[config.mk]
export PLATFORM = sky130hd
export DESIGN_NAME = aes_rnd_feed
export DESIGN_NICKNAME = d
export VERILOG_FILES = /design/src/rtl/aes_rnd_feed.sv
export SDC_FILE = /design/constraint.sdc
export NUM_CORES = 1
export LEC_CHECK = 0
export BUFFER_PORTS_ARGS = -buffer_cell sky130_fd_sc_hd__buf_4
export CAP_MARGIN = 20
export CORE_MARGIN = 2
export CORE_UTILIZATION = 64
export CTS_CLUSTER_SIZE = 40
export DETAILED_ROUTE_END_ITERATION = 8
export PLACE_DENSITY = 0.82
export SYNTH_ARGS = -nofsm -noshare
export SYNTH_HDL_FRONTEND = slang
export SYNTH_SLANG_ARGS = --single-unit
[constraint.sdc]
create_clock -name ClkxCI -period 2.43 [get_ports ClkxCI]
set_input_delay 0.243 -clock ClkxCI [delete_from_list [all_inputs] [get_ports ClkxCI]]
set_output_delay 0.243 -clock ClkxCI [all_outputs]
set_load 0.005 [all_outputs]
[src/rtl/aes_rnd_feed.sv]
// Fresh-randomness feed (xorshift128) for the masked AES S-box.
// Optional reseed request counter: RND_RESEED_REQ_EN.
module aes_rnd_feed #(
  parameter int D               = 2,
  parameter int BLIND_N_RND     = 2,
  parameter int RESEED_INTERVAL = 1024
) (
  input  logic                                 ClkxCI,
  input  logic                                 RstxBI,
  input  logic [31:0]                          SeedxDI,
  input  logic                                 SeedValidxSI,
  output logic                                 SeedReadyxSO,
  input  logic                                 RunxSI,
  output logic [2*D*(D-1)-1:0]                 rnd_bus0w,
  output logic [D*(D-1)+2*BLIND_N_RND-1:0]     rnd_bus1w,
  output logic [2*D*(D-1)+4*BLIND_N_RND-1:0]   rnd_bus2w,
  output logic [4*D*(D-1)-1:0]                 rnd_bus3w,
  output logic                                 RndValidxSO,
  output logic                                 SeededxSO
`ifdef RND_RESEED_REQ_EN
  ,
  output logic                                 ReseedReqxSO
`endif
);

  localparam int W0 = 2*D*(D-1);
  localparam int W1 = D*(D-1) + 2*BLIND_N_RND;
  localparam int W2 = 2*D*(D-1) + 4*BLIND_N_RND;
  localparam int W3 = 4*D*(D-1);
  localparam int WT = W0 + W1 + W2 + W3;

  typedef enum logic [1:0] {
    S_UNSEEDED,
    S_LOAD,
    S_RUN
  } state_t;

  state_t      r_state;
  state_t      w_state_nxt;
  logic [31:0] r_x, r_y, r_z, r_w;
  logic [1:0]  r_cnt;
  logic        r_rdy;
  logic [WT-1:0] r_bus;
  logic        r_valid;

  logic        w_hs;
  logic        w_adv;
  logic        w_last;
  logic        w_zero;
  logic [31:0] w_t;
  logic [31:0] w_wn;

  // A seed word always wins over an advance request.
  assign w_hs   = SeedValidxSI & r_rdy;
  assign w_adv  = (r_state == S_RUN) & RunxSI & ~w_hs;
  assign w_last = (r_state == S_LOAD) & w_hs & (r_cnt == 2'd3);
  assign w_zero = ~|{r_x, r_y, r_z, SeedxDI};
  assign w_t    = r_x ^ (r_x << 11);
  assign w_wn   = r_w ^ (r_w >> 19) ^ w_t ^ (w_t >> 8);

  // FSM state register
  always_ff @(posedge ClkxCI or negedge RstxBI) begin
    if (!RstxBI) r_state <= S_UNSEEDED;
    else         r_state <= w_state_nxt;
  end

  // FSM next-state logic
  always_comb begin
    w_state_nxt = r_state;
    unique case (r_state)
      S_UNSEEDED: if (w_hs)   w_state_nxt = S_LOAD;
      S_LOAD:     if (w_last) w_state_nxt = S_RUN;
      S_RUN:      if (w_hs)   w_state_nxt = S_LOAD;
      default:    w_state_nxt = S_UNSEEDED;
    endcase
  end

  // Seed loading and generator advance
  always_ff @(posedge ClkxCI or negedge RstxBI) begin
    if (!RstxBI) begin
      r_x   <= '0;
      r_y   <= '0;
      r_z   <= '0;
      r_w   <= '0;
      r_cnt <= '0;
    end else if (w_hs) begin
      if (r_state != S_LOAD) begin
        r_x   <= SeedxDI;
        r_cnt <= 2'd1;
      end else begin
        unique case (r_cnt)
          2'd1: begin
            r_y   <= SeedxDI;
            r_cnt <= 2'd2;
          end
          2'd2: begin
            r_z   <= SeedxDI;
            r_cnt <= 2'd3;
          end
          default: begin
            r_w   <= w_zero ? 32'h0000_0001 : SeedxDI;
            r_cnt <= 2'd0;
          end
        endcase
      end
    end else if (w_adv) begin
      r_x <= r_y;
      r_y <= r_z;
      r_z <= r_w;
      r_w <= w_wn;
    end
  end

  // Buses hold fresh bits for one cycle only, else zero
  always_ff @(posedge ClkxCI or negedge RstxBI) begin
    if (!RstxBI) begin
      r_bus   <= '0;
      r_valid <= 1'b0;
    end else begin
      r_bus   <= w_adv ? w_wn[WT-1:0] : '0;
      r_valid <= w_adv;
    end
  end

  // Ready comes up after reset and stays up
  always_ff @(posedge ClkxCI or negedge RstxBI) begin
    if (!RstxBI) r_rdy <= 1'b0;
    else         r_rdy <= 1'b1;
  end

  assign SeedReadyxSO = r_rdy;
  assign SeededxSO    = (r_state == S_RUN);
  assign RndValidxSO  = r_valid;
  assign rnd_bus0w    = r_bus[W0-1:0];
  assign rnd_bus1w    = r_bus[W0+W1-1:W0];
  assign rnd_bus2w    = r_bus[W0+W1+W2-1:W0+W1];
  assign rnd_bus3w    = r_bus[WT-1:W0+W1+W2];

`ifdef RND_RESEED_REQ_EN
  localparam int CW = $clog2(RESEED_INTERVAL + 1);
  localparam logic [CW-1:0] LIM = CW'(RESEED_INTERVAL);

  logic [CW-1:0] r_acnt;

  // Saturating advance counter, cleared by a completed seed
  always_ff @(posedge ClkxCI or negedge RstxBI) begin
    if (!RstxBI)                     r_acnt <= '0;
    else if (w_last)                 r_acnt <= '0;
    else if (w_adv && r_acnt != LIM) r_acnt <= r_acnt + CW'(1);
  end

  assign ReseedReqxSO = (r_acnt == LIM);
`endif

endmodule
==> flow_metrics.env <==
export IMPL_slew_viol_final=0
export IMPL_crit_chain="and4b_1 > nand2_1 > nand2_1 > buf_4 > o21ai_0 > o2bb2ai_1"
export IMPL_place_congestion=0.964
export IMPL_diodes=0
export IMPL_arrival_ns=2.20
export IMPL_grt_max_degree=65
export IMPL_crit_path_end_kind="flip-flop"
export IMPL_syn2layout_area_growth_pct=16.6
export IMPL_cp_start_kind="flip-flop"
export IMPL_path_clk_slew_ns=0.07
export IMPL_clockBufferDepth=2
export IMPL_numPortBuffers=68
export IMPL_seq_area_frac_synth=0.518
export IMPL_final_common_cell="dfrtp_1"
export IMPL_instances_no_fill=1108
export IMPL_grt_pass1_wl_um=37100
export IMPL_cts_tree="yes"
export IMPL_fin_tns_setup_ns=0
export IMPL_rsz0062_at_grt="false"
export IMPL_synth_cell_types=34
export IMPL_postRouteAntennaNets=0
export IMPL_cts_buffers=17
export IMPL_postLayoutCellArea_mm2=0.00925
export IMPL_fin_nets=966
export IMPL_first_pass_iters=7
export IMPL_place_ws_ns=0.596
export IMPL_path_class="flip-flop to flip-flop"
export IMPL_die_h_um=115
export IMPL_cts_hold_buf=1
export IMPL_hold_viol_final=0
export IMPL_cp_max_fo=21
export IMPL_hpwlAfterDp_um=16000
export IMPL_die_w_um=115
export IMPL_power_density_mw_per_mm2=1530
export IMPL_num_vias=7098
export IMPL_critPathTopFamily="simple AND/OR/NAND/NOR gates"
export IMPL_fillers=845
export IMPL_critPathSlowestCell="dfrtp_1"
export IMPL_seq_power_share=0.368
export IMPL_drc=0
export IMPL_post_drt_via_cell_ratio=6.41
export IMPL_totalWireLength_um=23300
export IMPL_min_period_over_period=0.775
export IMPL_layout_min_cycle_time_ns=1.88
export IMPL_mostFrequentLayoutCells="164 x dfrtp_1, 162 x a21oi_1, 114 x nor2_1, 86 x nand2_1, 80 x o21ai_0"
export IMPL_relSlewSlack=0.548
export IMPL_cts_sinks=164
export IMPL_crit_buf_inv=1
export IMPL_grt_ovfl_total=0
export IMPL_antenna_found_initial=0
export IMPL_drt_iter0_drc=852
export IMPL_setup_violations_final=0
export IMPL_ios=69
export IMPL_hold_path_class="input port to flip-flop"
export IMPL_ys_seq_elements=164
export IMPL_core_area_mm2=0.0121
export IMPL_wl_per_cell_um=21.0
export IMPL_worstPathRequired_ns=2.75
export IMPL_yosysWarnings=0
export IMPL_cts_root_buffer="clkbuf_16"
export IMPL_drive_gt1_frac=0.131
export IMPL_syn_nets=918
export IMPL_finish_utilization=0.766
export IMPL_p_sw_mw=6.02
export IMPL_p_leak_nw=4.14
export IMPL_pwr_share_comb=0.426
export IMPL_p_int_mw=8.10
export IMPL_p_clk_frac=0.206
export IMPL_post_cts_setup_buffer_count=0
export IMPL_slowest_delay_ns=0.52
export IMPL_fin_skew_ns=0.00568
export IMPL_avgSynthCellArea_um2=9.02
export IMPL_netlist_instances=879
export IMPL_first_global_vias=6838
export IMPL_dieArea_mm2=0.0133
export IMPL_rows=40
export IMPL_timing_fmax_mhz=531
export IMPL_cap_viol_max_count=0
export IMPL_clk_latency_ns=0.43
export IMPL_placed_area_mm2=0.00860
export IMPL_cts_resized=0
export IMPL_htreeDepth=4
export IMPL_worst_slack_ns=0.547
export IMPL_syn_area_mm2=0.00793
export IMPL_netSwitchingFraction=0.427
export IMPL_cpMostUsedCell="nand2_1"
export IMPL_ir_drop_mv=0.780
export IMPL_grt_total_usage=0.371
export IMPL_worst_pin_slew_ns=0.675
export IMPL_status="finished, final reports clean"
export IMPL_dp_cells=1075
export IMPL_start_util=0.657
-- power by group through the flow --
| stage | clock network, mW | logic (mW) | registers (mW) |
|---|---|---|---|
| after CTS | 2.91 | 5.92 | 5.10 |
| final | 2.90 | 6.02 | 5.19 |
| after global placement | 0 | 5.63 | 5.08 |
| after detailed placement | 0 | 5.83 | 5.13 |
| after floorplan | 0 | 4.63 | 4.56 |
| after global routing | 3.03 | 6.65 | 5.26 |
-- Yosys cell counts --
library cell  number  area, µm²
a21oi_1          162        811
a21oi_4            2       32.5
a2bb2oi_4          1       26.3
and2_1             2       12.5
and3_1            32        200
and4b_1            1       10.0
buf_1              3       11.3
buf_2             25        125
buf_4              1       7.51
clkbuf_1          23       86.3
clkbuf_2           5       25.0
conb_1             1       3.75
dfrtp_1          164       4100
ha_1               3       37.5
inv_1              5       18.8
inv_2              1       3.75
nand2_1           87        327
nand3_1            1       5.00
nand3b_1           2       15.0
nand4_1            8       50.1
nand4b_1           1       8.76
nor2_1           114        428
nor2b_1            1       6.26
nor3_1             5       25.0
nor4_1            33        206
o21a_1             3       22.5
o21ai_0           80        400
o21ai_1           18       90.1
o21ai_4            1       16.3
o22a_1             1       8.76
o22ai_1            4       25.0
o2bb2ai_1          1       8.76
xnor2_1           69        604
xor2_1            19        166
-- state kept, by name, summed over array words and instances (netlist names) --
signal	cells
r_bus	30
r_state	2
SeedReadyxSO	1
r_x	32
r_w	32
RndValidxSO	1
r_z	32
r_y	32
r_cnt	2
-- tightest hold or removal path, delay by kind of cell --
kind,cells,cell delay (ns)
AOI/OAI and AO/OA,1,0.08
buffers and inverters,1,0.09
and+or+nand+nor,2,0.12
-- per-layer routing --
layer  share of wire  up-vias  track usage  wire length [µm]
li1                -     3120            -                 -
met1            0.39     3389        0.515              9000
met2            0.46      519        0.563             10600
met3            0.12       70       0.0959              2880
met4           0.034        0        0.150               791
met5               0        -            0                 0
-- path summary, 6_finish.rpt --
path | startpoint | endpoint | slack [ns] | cells after the start
setup / recovery | r_state[0] | r_w[16] | 0.55 | 6
hold / removal | SeedxDI[16] | r_w[0] | 0.15 | 4
setup reg to reg | r_state[0] | r_w[16] | 0.55 | 6
hold reg to reg | r_y[20] | r_y[20] | 0.52 | 2
max in group asynchronous | RstxBI | r_x[30] | 1.32 | 3
min in group asynchronous | RstxBI | r_bus[14] | 0.36 | 2
-- kinds of logic (layout without fill, tap and decap cells) --
kind of cell	count (synthesis)	count (layout)	share of synthesized area
xor gates and xnor gates	88	88	0.0972
other	1	1	0.000473
AOI/OAI and AO/OA	273	273	0.182
and+or+nand+nor	287	287	0.163
adders and majority gates	3	3	0.00473
buffers and inverters	63	124	0.0350
DFF	164	164	0.518
-- through the flow --
stage | power [mW] | hold WS (ns)
finish | 14.1 | 0.151
CTS | 13.9 | 0.135
global route | 14.9 | 0.174
global placement | 10.7 | 0.269
detailed placement | 11.0 | 0.275
floorplan | 9.19 | -0.0526
-- final cells by class --
type | count | area (µm²) | share of cell area
repair buffers | 86 | 714 | 0.0773
multi-input cells | 652 | 3550 | 0.384
well taps | 168 | 210 | 0.0227
clock buffers | 18 | 439 | 0.0475
clock inverters | 14 | 200 | 0.0217
inverters | 6 | 22.5 | 0.00244
flip-flops and latches | 164 | 4100 | 0.444
(Power assumes the default switching activity.)
